File: src/rtl/rank_rd_data_collector.sv
// ----------------------------------------------------------------------------
// rank_rd_data_collector
//
// Controller-side consumer of one rank's read DQ stream. Beats arriving on
// rankRdData are gathered into a line of BURST_LENGTH beats. Each completed
// line is tagged with the read ID pushed when the RD command was issued; IDs
// are consumed in issue order. Completed lines are buffered and handed to the
// controller through a first-word-fall-through valid/ready interface.
//
// The DQ side cannot be stalled. RD issue is therefore gated by credits: a
// tag may only be pushed while (tags outstanding + lines buffered) < DEPTH,
// so every line that completes is guaranteed a free buffer slot.
//
// Ports
//   clk            clock
//   rst            synchronous, active-high reset
//   tagPushValid   scheduler issues an RD; push tagPushId
//   tagPushReady   credit available; an RD may issue this cycle
//   tagPushId      ID of the issued read
//   rankDQRdValid  beat valid on rankRdData
//   rankRdData     one read beat
//   rdValid        a completed line is available at the head
//   rdReady        consumer accepts the head line
//   rdData         head line, beat 0 in the LSBs (zero while empty)
//   rdTag          tag of the head line (zero while empty)
//   errOrphanBeat  sticky: a beat arrived with no outstanding tag
// ----------------------------------------------------------------------------
module rank_rd_data_collector #(
    parameter int MEM_DATAWIDTH = 64,
    parameter int BURST_LENGTH  = 8,
    parameter int TAG_WIDTH     = 6,
    parameter int DEPTH         = 4
) (
    input  logic                                  clk,
    input  logic                                  rst,
    input  logic                                  tagPushValid,
    output logic                                  tagPushReady,
    input  logic [TAG_WIDTH-1:0]                  tagPushId,
    input  logic                                  rankDQRdValid,
    input  logic [MEM_DATAWIDTH-1:0]              rankRdData,
    output logic                                  rdValid,
    input  logic                                  rdReady,
    output logic [MEM_DATAWIDTH*BURST_LENGTH-1:0] rdData,
    output logic [TAG_WIDTH-1:0]                  rdTag,
    output logic                                  errOrphanBeat
);

    localparam int LINE_W = MEM_DATAWIDTH * BURST_LENGTH;
    localparam int BEAT_W = $clog2(BURST_LENGTH);
    localparam int PTR_W  = (DEPTH > 1) ? $clog2(DEPTH) : 1;
    localparam int CNT_W  = $clog2(DEPTH + 1);

    localparam logic [BEAT_W-1:0] LAST_BEAT = BEAT_W'(BURST_LENGTH - 1);
    localparam logic [PTR_W-1:0]  LAST_PTR  = PTR_W'(DEPTH - 1);
    localparam logic [CNT_W-1:0]  FULL_CNT  = CNT_W'(DEPTH);
    localparam logic [CNT_W:0]    CREDITS   = (CNT_W + 1)'(DEPTH);

    // Circular-buffer pointer advance; DEPTH need not be a power of two.
    function automatic logic [PTR_W-1:0] nextPtr(input logic [PTR_W-1:0] ptr);
        nextPtr = (ptr == LAST_PTR) ? '0 : ptr + 1'b1;
    endfunction

    // Occupancy update by net change of one push and one pop.
    function automatic logic [CNT_W-1:0] nextCount(input logic [CNT_W-1:0] cnt,
                                                    input logic inc,
                                                    input logic dec);
        case ({inc, dec})
            2'b10:   nextCount = cnt + 1'b1;
            2'b01:   nextCount = cnt - 1'b1;
            default: nextCount = cnt;
        endcase
    endfunction

    // Tag queue: IDs of issued reads whose data has not fully arrived.
    logic [TAG_WIDTH-1:0] tagMem [DEPTH];
    logic [PTR_W-1:0]     tagWrPtr;
    logic [PTR_W-1:0]     tagRdPtr;
    logic [CNT_W-1:0]     tagCount;

    // Line buffer: completed lines with their tags, awaiting the consumer.
    logic [LINE_W-1:0]    lineMem    [DEPTH];
    logic [TAG_WIDTH-1:0] lineTagMem [DEPTH];
    logic [PTR_W-1:0]     outWrPtr;
    logic [PTR_W-1:0]     outRdPtr;
    logic [CNT_W-1:0]     outCount;

    // Assembly of the burst currently on the DQ bus.
    logic [LINE_W-1:0]    partLine;
    logic [BEAT_W-1:0]    beatCnt;

    logic [CNT_W:0]       inflight;
    logic                 tagPush;
    logic                 tagAvail;
    logic                 beatTake;
    logic                 beatLast;
    logic                 orphanBeat;
    logic                 linePop;
    logic [LINE_W-1:0]    fullLine;

    // Credit is derived from registered counts only, so a pop this cycle
    // frees its credit in the next cycle.
    assign inflight     = {1'b0, tagCount} + {1'b0, outCount};
    assign tagPushReady = (inflight < CREDITS);
    assign tagPush      = tagPushValid && tagPushReady;

    // A beat is only meaningful while some read is outstanding.
    assign tagAvail   = (tagCount != '0);
    assign beatTake   = rankDQRdValid && tagAvail;
    assign beatLast   = beatTake && (beatCnt == LAST_BEAT);
    assign orphanBeat = rankDQRdValid && !tagAvail;

    assign rdValid = (outCount != '0);
    assign linePop = rdValid && rdReady;
    assign rdData  = rdValid ? lineMem[outRdPtr]    : '0;
    assign rdTag   = rdValid ? lineTagMem[outRdPtr] : '0;

    // The completing beat is merged combinationally so the full line can be
    // written into the buffer on the same edge that captures the last beat.
    always_comb begin
        fullLine = partLine;
        fullLine[LINE_W-1 -: MEM_DATAWIDTH] = rankRdData;
    end

    // Control state: pointers, counts, beat counter, sticky error.
    always_ff @(posedge clk) begin
        if (rst) begin
            tagWrPtr      <= '0;
            tagRdPtr      <= '0;
            tagCount      <= '0;
            outWrPtr      <= '0;
            outRdPtr      <= '0;
            outCount      <= '0;
            beatCnt       <= '0;
            errOrphanBeat <= 1'b0;
        end else begin
            if (tagPush) begin
                tagWrPtr <= nextPtr(tagWrPtr);
            end
            if (beatLast) begin
                tagRdPtr <= nextPtr(tagRdPtr);
                outWrPtr <= nextPtr(outWrPtr);
            end
            if (linePop) begin
                outRdPtr <= nextPtr(outRdPtr);
            end
            tagCount <= nextCount(tagCount, tagPush, beatLast);
            outCount <= nextCount(outCount, beatLast, linePop);
            // beatCnt is a power-of-two counter, so the last beat wraps to 0.
            if (beatTake) begin
                beatCnt <= beatCnt + 1'b1;
            end
            if (orphanBeat) begin
                errOrphanBeat <= 1'b1;
            end
        end
    end

    // Data storage carries no reset: validity is tracked entirely by the
    // control state above, and every slot is rewritten before it is read.
    always_ff @(posedge clk) begin
        if (tagPush) begin
            tagMem[tagWrPtr] <= tagPushId;
        end
        if (beatTake) begin
            partLine[beatCnt*MEM_DATAWIDTH +: MEM_DATAWIDTH] <= rankRdData;
        end
        if (beatLast) begin
            lineMem[outWrPtr]    <= fullLine;
            lineTagMem[outWrPtr] <= tagMem[tagRdPtr];
        end
    end

    // A completing line always has a tag outstanding, which holds a credit,
    // so the line buffer can never be full when a line completes.
    lineBufNoOverflow: assert property (@(posedge clk) disable iff (rst)
        beatLast |-> (outCount != FULL_CNT));

endmodule
File: config.mk
export PLATFORM = sky130hd
export DESIGN_NAME = rank_rd_data_collector
export DESIGN_NICKNAME = d
export VERILOG_FILES = /design/src/rtl/rank_rd_data_collector.sv
export SDC_FILE = /design/constraint.sdc
export NUM_CORES = 2
export LEC_CHECK = 0
export ABC_CLOCK_PERIOD_IN_PS = 16200
export BUFFER_PORTS_ARGS = -buffer_cell sky130_fd_sc_hd__buf_2
export CELL_PAD_IN_SITES_DETAIL_PLACEMENT = 2
export CELL_PAD_IN_SITES_GLOBAL_PLACEMENT = 2
export CORE_MARGIN = 2
export CORE_UTILIZATION = 48
export DETAILED_ROUTE_END_ITERATION = 12
export GPL_ROUTABILITY_DRIVEN = 0
export PLACE_DENSITY_LB_ADDON = 0.3
export SLEW_MARGIN = 10
export SYNTH_ARGS = -nofsm -noshare
export SYNTH_HDL_FRONTEND = slang
export SYNTH_SLANG_ARGS = --single-unit
export TNS_END_PERCENT = 100
File: constraint.sdc
create_clock -name clk -period 16.2 [get_ports clk]
set_clock_uncertainty 0.2 [all_clocks]
set_input_delay 0.81 -clock clk [delete_from_list [all_inputs] [get_ports clk]]
set_output_delay 0.81 -clock clk [all_outputs]
set_load 0.05 [all_outputs]
==> impl_metrics.ini, run 1 <==
[die]
ios = 596
rows = 164
die_x_um = 452.6
start_util = 0.4833
die_y_um = 452.6

[yosys]
ys_warn_count = 0
synth_cell_types = 37
syn-num-nets = 4503
avgSynthCellArea_sq_um = 21.91
syn-cell-area_sq_um = 96590
synth-seq-area-share = 0.7955
ys_ff_latch = 2566
synthCells = 4408

[status]
stop_stage = detailed placement
firstError = [ERROR DPL-0033] detailed placement checks failed during check placement.
status = did not finish

[placed_design]
hpwl_um = 195700
io_buffers = 595
==> cell usage after synthesis <==
cell type	n	area [sq um]
or3_1	6	37.54
nor3_4	1	16.27
clkbuf_2	7	35.03
a21oi_1	12	60.06
edfxtp_1	2544	76390
nor2_2	1	6.260
and4b_1	1	10.01
inv_1	16	60.06
buf_4	20	150.1
xor2_1	4	35.03
nor3_1	5	25.02
or4b_2	1	10.01
o311ai_2	1	16.27
and3_1	6	37.54
buf_2	64	320.3
xnor2_1	1	8.760
buf_1	27	101.4
mux4_2	524	11800
clkbuf_1	103	386.6
fa_1	2	40.04
nor4b_1	2	17.52
buf_6	4	45.04
o31ai_2	1	12.51
nand2_1	9	33.78
o21ai_0	3	15.01
ha_1	18	225.2
nor2b_1	3	18.77
dfxtp_1	22	440.4
or3b_1	1	8.760
mux2i_1	2	20.02
nor2_1	14	52.55
o31ai_1	2	15.01
and2_1	970	6068
nor3b_1	1	7.510
nor4_1	5	31.28
nand3_1	4	20.02
nand2b_2	1	8.760
==> per-stage QoR <==
stage	instance area, sq um	hold slack, ns	setup slack [ns]
after global placement	102600	0.2631	10.00
after floorplan	96590	0.2541	2.149
==> cells by family after synthesis <==
family / synth area share
and+or+nand+nor: 0.06636
adders and majority gates: 0.002746
DFF: 0.7955
muxes: 0.1224
xor gates and xnor gates: 0.0004534
AOI/OAI and AO/OA: 0.001231
buffers and inverters: 0.01137
==> run 2: changes to the inputs <==
--- a/config.mk
+++ b/config.mk
@@ -7,13 +7,11 @@
 export LEC_CHECK = 0
 export ABC_CLOCK_PERIOD_IN_PS = 16200
 export BUFFER_PORTS_ARGS = -buffer_cell sky130_fd_sc_hd__buf_2
-export CELL_PAD_IN_SITES_DETAIL_PLACEMENT = 2
-export CELL_PAD_IN_SITES_GLOBAL_PLACEMENT = 2
 export CORE_MARGIN = 2
-export CORE_UTILIZATION = 48
+export CORE_UTILIZATION = 35
 export DETAILED_ROUTE_END_ITERATION = 12
 export GPL_ROUTABILITY_DRIVEN = 0
-export PLACE_DENSITY_LB_ADDON = 0.3
+export PLACE_DENSITY_LB_ADDON = 0.15
 export SLEW_MARGIN = 10
 export SYNTH_ARGS = -nofsm -noshare
 export SYNTH_HDL_FRONTEND = slang
==> run 2 against run 1 <==
Against the previous run:
- the run now ends clean
- synthesized area stayed put
- synthesized cell count is the same
==> impl_metrics.ini, run 2 <==
[critical_path]
cp_common_cell = buf_4
critPathLaunchType = flop
rrSetupSlack_ns = 10.89
r2r_start = beatCnt[0]$_SDFFE_PP0P_
path_delay_family = buffers and inverters
critPathCaptureType = output pin
worstPathCellList = buf_4 -> buf_4 -> buf_4 -> mux4_2 -> and2_1 -> buf_2
r2r_end = lineMem[1][279]$_DFFE_PP_
critical_path.slowest_cell = dfxtp_4
critPathMaxFanout = 39
cp.arrival_ns = 5.05
reg2reg_depth = 8
crit_buf_inv = 4
critical_path_required_ns = 15.19
max_stage_delay_ns = 0.87
critPathKind = flop to output pin

[finish]
nets = 5253
final_util = 0.4139
area_growth_pct = 17.45
fin_area_sq_um = 113400
drive_gt1_frac = 0.3010
largest_register_ffs = 2048
final_cell_mix = edfxtp_1, and2_1, buf_2, mux4_2, clkbuf_16
top_regs = lineMem x2048, partLine x448
layout_commonest_cell = edfxtp_1
regMostFlops = lineMem

[worst_hold_path]
holdCritStartpoint = rst
hold_path_end = errOrphanBeat$_SDFFE_PP0P_
worstHoldPathType = input pin to flop
hold_depth = 2

[cts]
clock_path_buffers = 4
clk_latency_ns = 0.90
clock-sinks = 2566
cts_buffers = 286
cts.htree.levels = 5
clk_pin_slew_ns = 0.06
cts-root-buf = clkbuf_16
cts_tree = built

[sta]
max-slew-margin-rel = 0.2598
setup-violations-final = 0
rsz0062_at_grt = false
finalWorstSetupSlack_ns = 10.14
finalSetupTns_ns = 0
finalCritPeriodShare = 0.3744
fin_crit_ns = 6.064
worst_slew_pin_slew_ns = 1.110
final-max-slew-violation-count = 0
finalHoldViolCount = 0
fmax_mhz = 164.9

[die]
start_util = 0.3524
design.core.area_sq_um = 274100
dieArea_sq_um = 280200
ios = 596
die_x_um = 529.3
rows = 192
die_y_um = 529.3

[status]
status = finished clean

[yosys]
synth.top_cells.by_count = edfxtp_1, and2_1, mux4_2
ys_ff_latch = 2566
ys_warn_count = 0
avgSynthCellArea_sq_um = 21.91
yosys.area.top_type_share = 0.7909
synth.most_common_cell = edfxtp_1
yosys_most_used_dff = edfxtp_1
synthTopCellsByArea = edfxtp_1, mux4_2, and2_1, dfxtp_1, clkbuf_1
syn-cell-area_sq_um = 96590
async_flop_share = 0
syn-num-nets = 4503
synth-seq-area-share = 0.7955
synth_cell_types = 37
synth-edff-count = 2544
synthCells = 4408
netlist.top_cell.by_area = edfxtp_1

[power_and_ir_drop]
p_per_area_nw_per_um2 = 122.1
ir_drop_mv = 0.1153
total_power_mw = 13.85
p_leak_nw = 37.54

[drt]
drt_iter0_markers = 5095
vias = 45724
drt-wirelength-per-cell_um = 30.92
dr.pass1.iters = 5
antenna_left = 0
viasPerCell = 4.988
drc = 0
drt_wl_total_um = 283400

[grt]
grt_max_degree = 171
grt_use_total = 0.2006
first_global_vias = 46740
overflow = 0
grt_pass1_wl_um = 387600
antenna_found_initial = 75

[placed_design]
dpl_cell_area_sq_um = 104000
place_ws_ns = 10.67
io_buffers = 595
hpwl_um = 163000

[job]
max_cap_viol_count = 0
[run 2: worst max path at each step]
stage / slack, ns / from / depth (start not counted) / end
global route: 9.58 / flop / 6 / rdData[291]
floorplan: 2.15 / rankDQRdValid / 3 / lineMem[0][0]$_DFFE_PP_
finish: 10.14 / flop / 6 / rdData[291]
detailed placement: 10.67 / beatCnt[0]$_SDFFE_PP0P_ / 8 / lineMem[1][339]$_DFFE_PP_
global placement: 10.78 / beatCnt[0]$_SDFFE_PP0P_ / 8 / lineMem[1][230]$_DFFE_PP_
CTS: 9.82 / flop / 6 / rdData[291]
[run 2: metrics by stage]
| stage | hold slack, ns | cells |
|---|---|---|
| after detailed placement | 0.2555 | 8548 |
| final | 0.1838 | 9167 |
| after global placement | 0.2528 | 8548 |
| after floorplan | 0.2541 | 4408 |
| after CTS | 0.1131 | 9065 |
| after global routing | 0.1495 | 9113 |
[run 2: layer usage]
metal,GRT usage,vias up,part of all wire
met2,0.3201,1715,0.48
met4,0.04592,0,0.019
met3,0.05232,299,0.093
met5,0,-,0
li1,-,19209,-
met1,0.2749,24501,0.41
[run 2: layout make-up]
cell class              instances  area, sq um
fillers                     24195       160700
flip-flops and latches       2566        76840
multi-input cells            1601        18770
clock buffers                 358         7555
well taps                    3686         4612
repair buffers                687         3801
clock inverters               151         1545
diodes                        102        255.2
inverters                      16        60.06
[run 2: repair_timing]
action / CTS / global route
hold buffers: 8 / 0
gates resized for setup: 0 / 0
endpoints found under the hold margin: 27 / 0
buffers inserted: 0 / 0
[run 2: cells by family (layout without fill, tap and decap cells)]
group / after synthesis / count (layout) / synth area share
AOI/OAI and AO/OA: 19 / 19 / 0.001231
xor gates and xnor gates: 5 / 5 / 0.0004534
adders and majority gates: 20 / 20 / 0.002746
buffers and inverters: 241 / 1212 / 0.01137
DFF: 2566 / 2566 / 0.7955
muxes: 526 / 526 / 0.1224
other: 0 / 102 / 0
and+or+nand+nor: 1031 / 1031 / 0.06636
[run 2: power breakdown]
part	switching [mW]	total, mW	internal, mW
logic	0.178	0.217	0.0389
clock network	2.65	6.36	3.71
registers	0.0167	7.27	7.25
total	2.84	13.8	11.0
(Power assumes the default switching activity.)
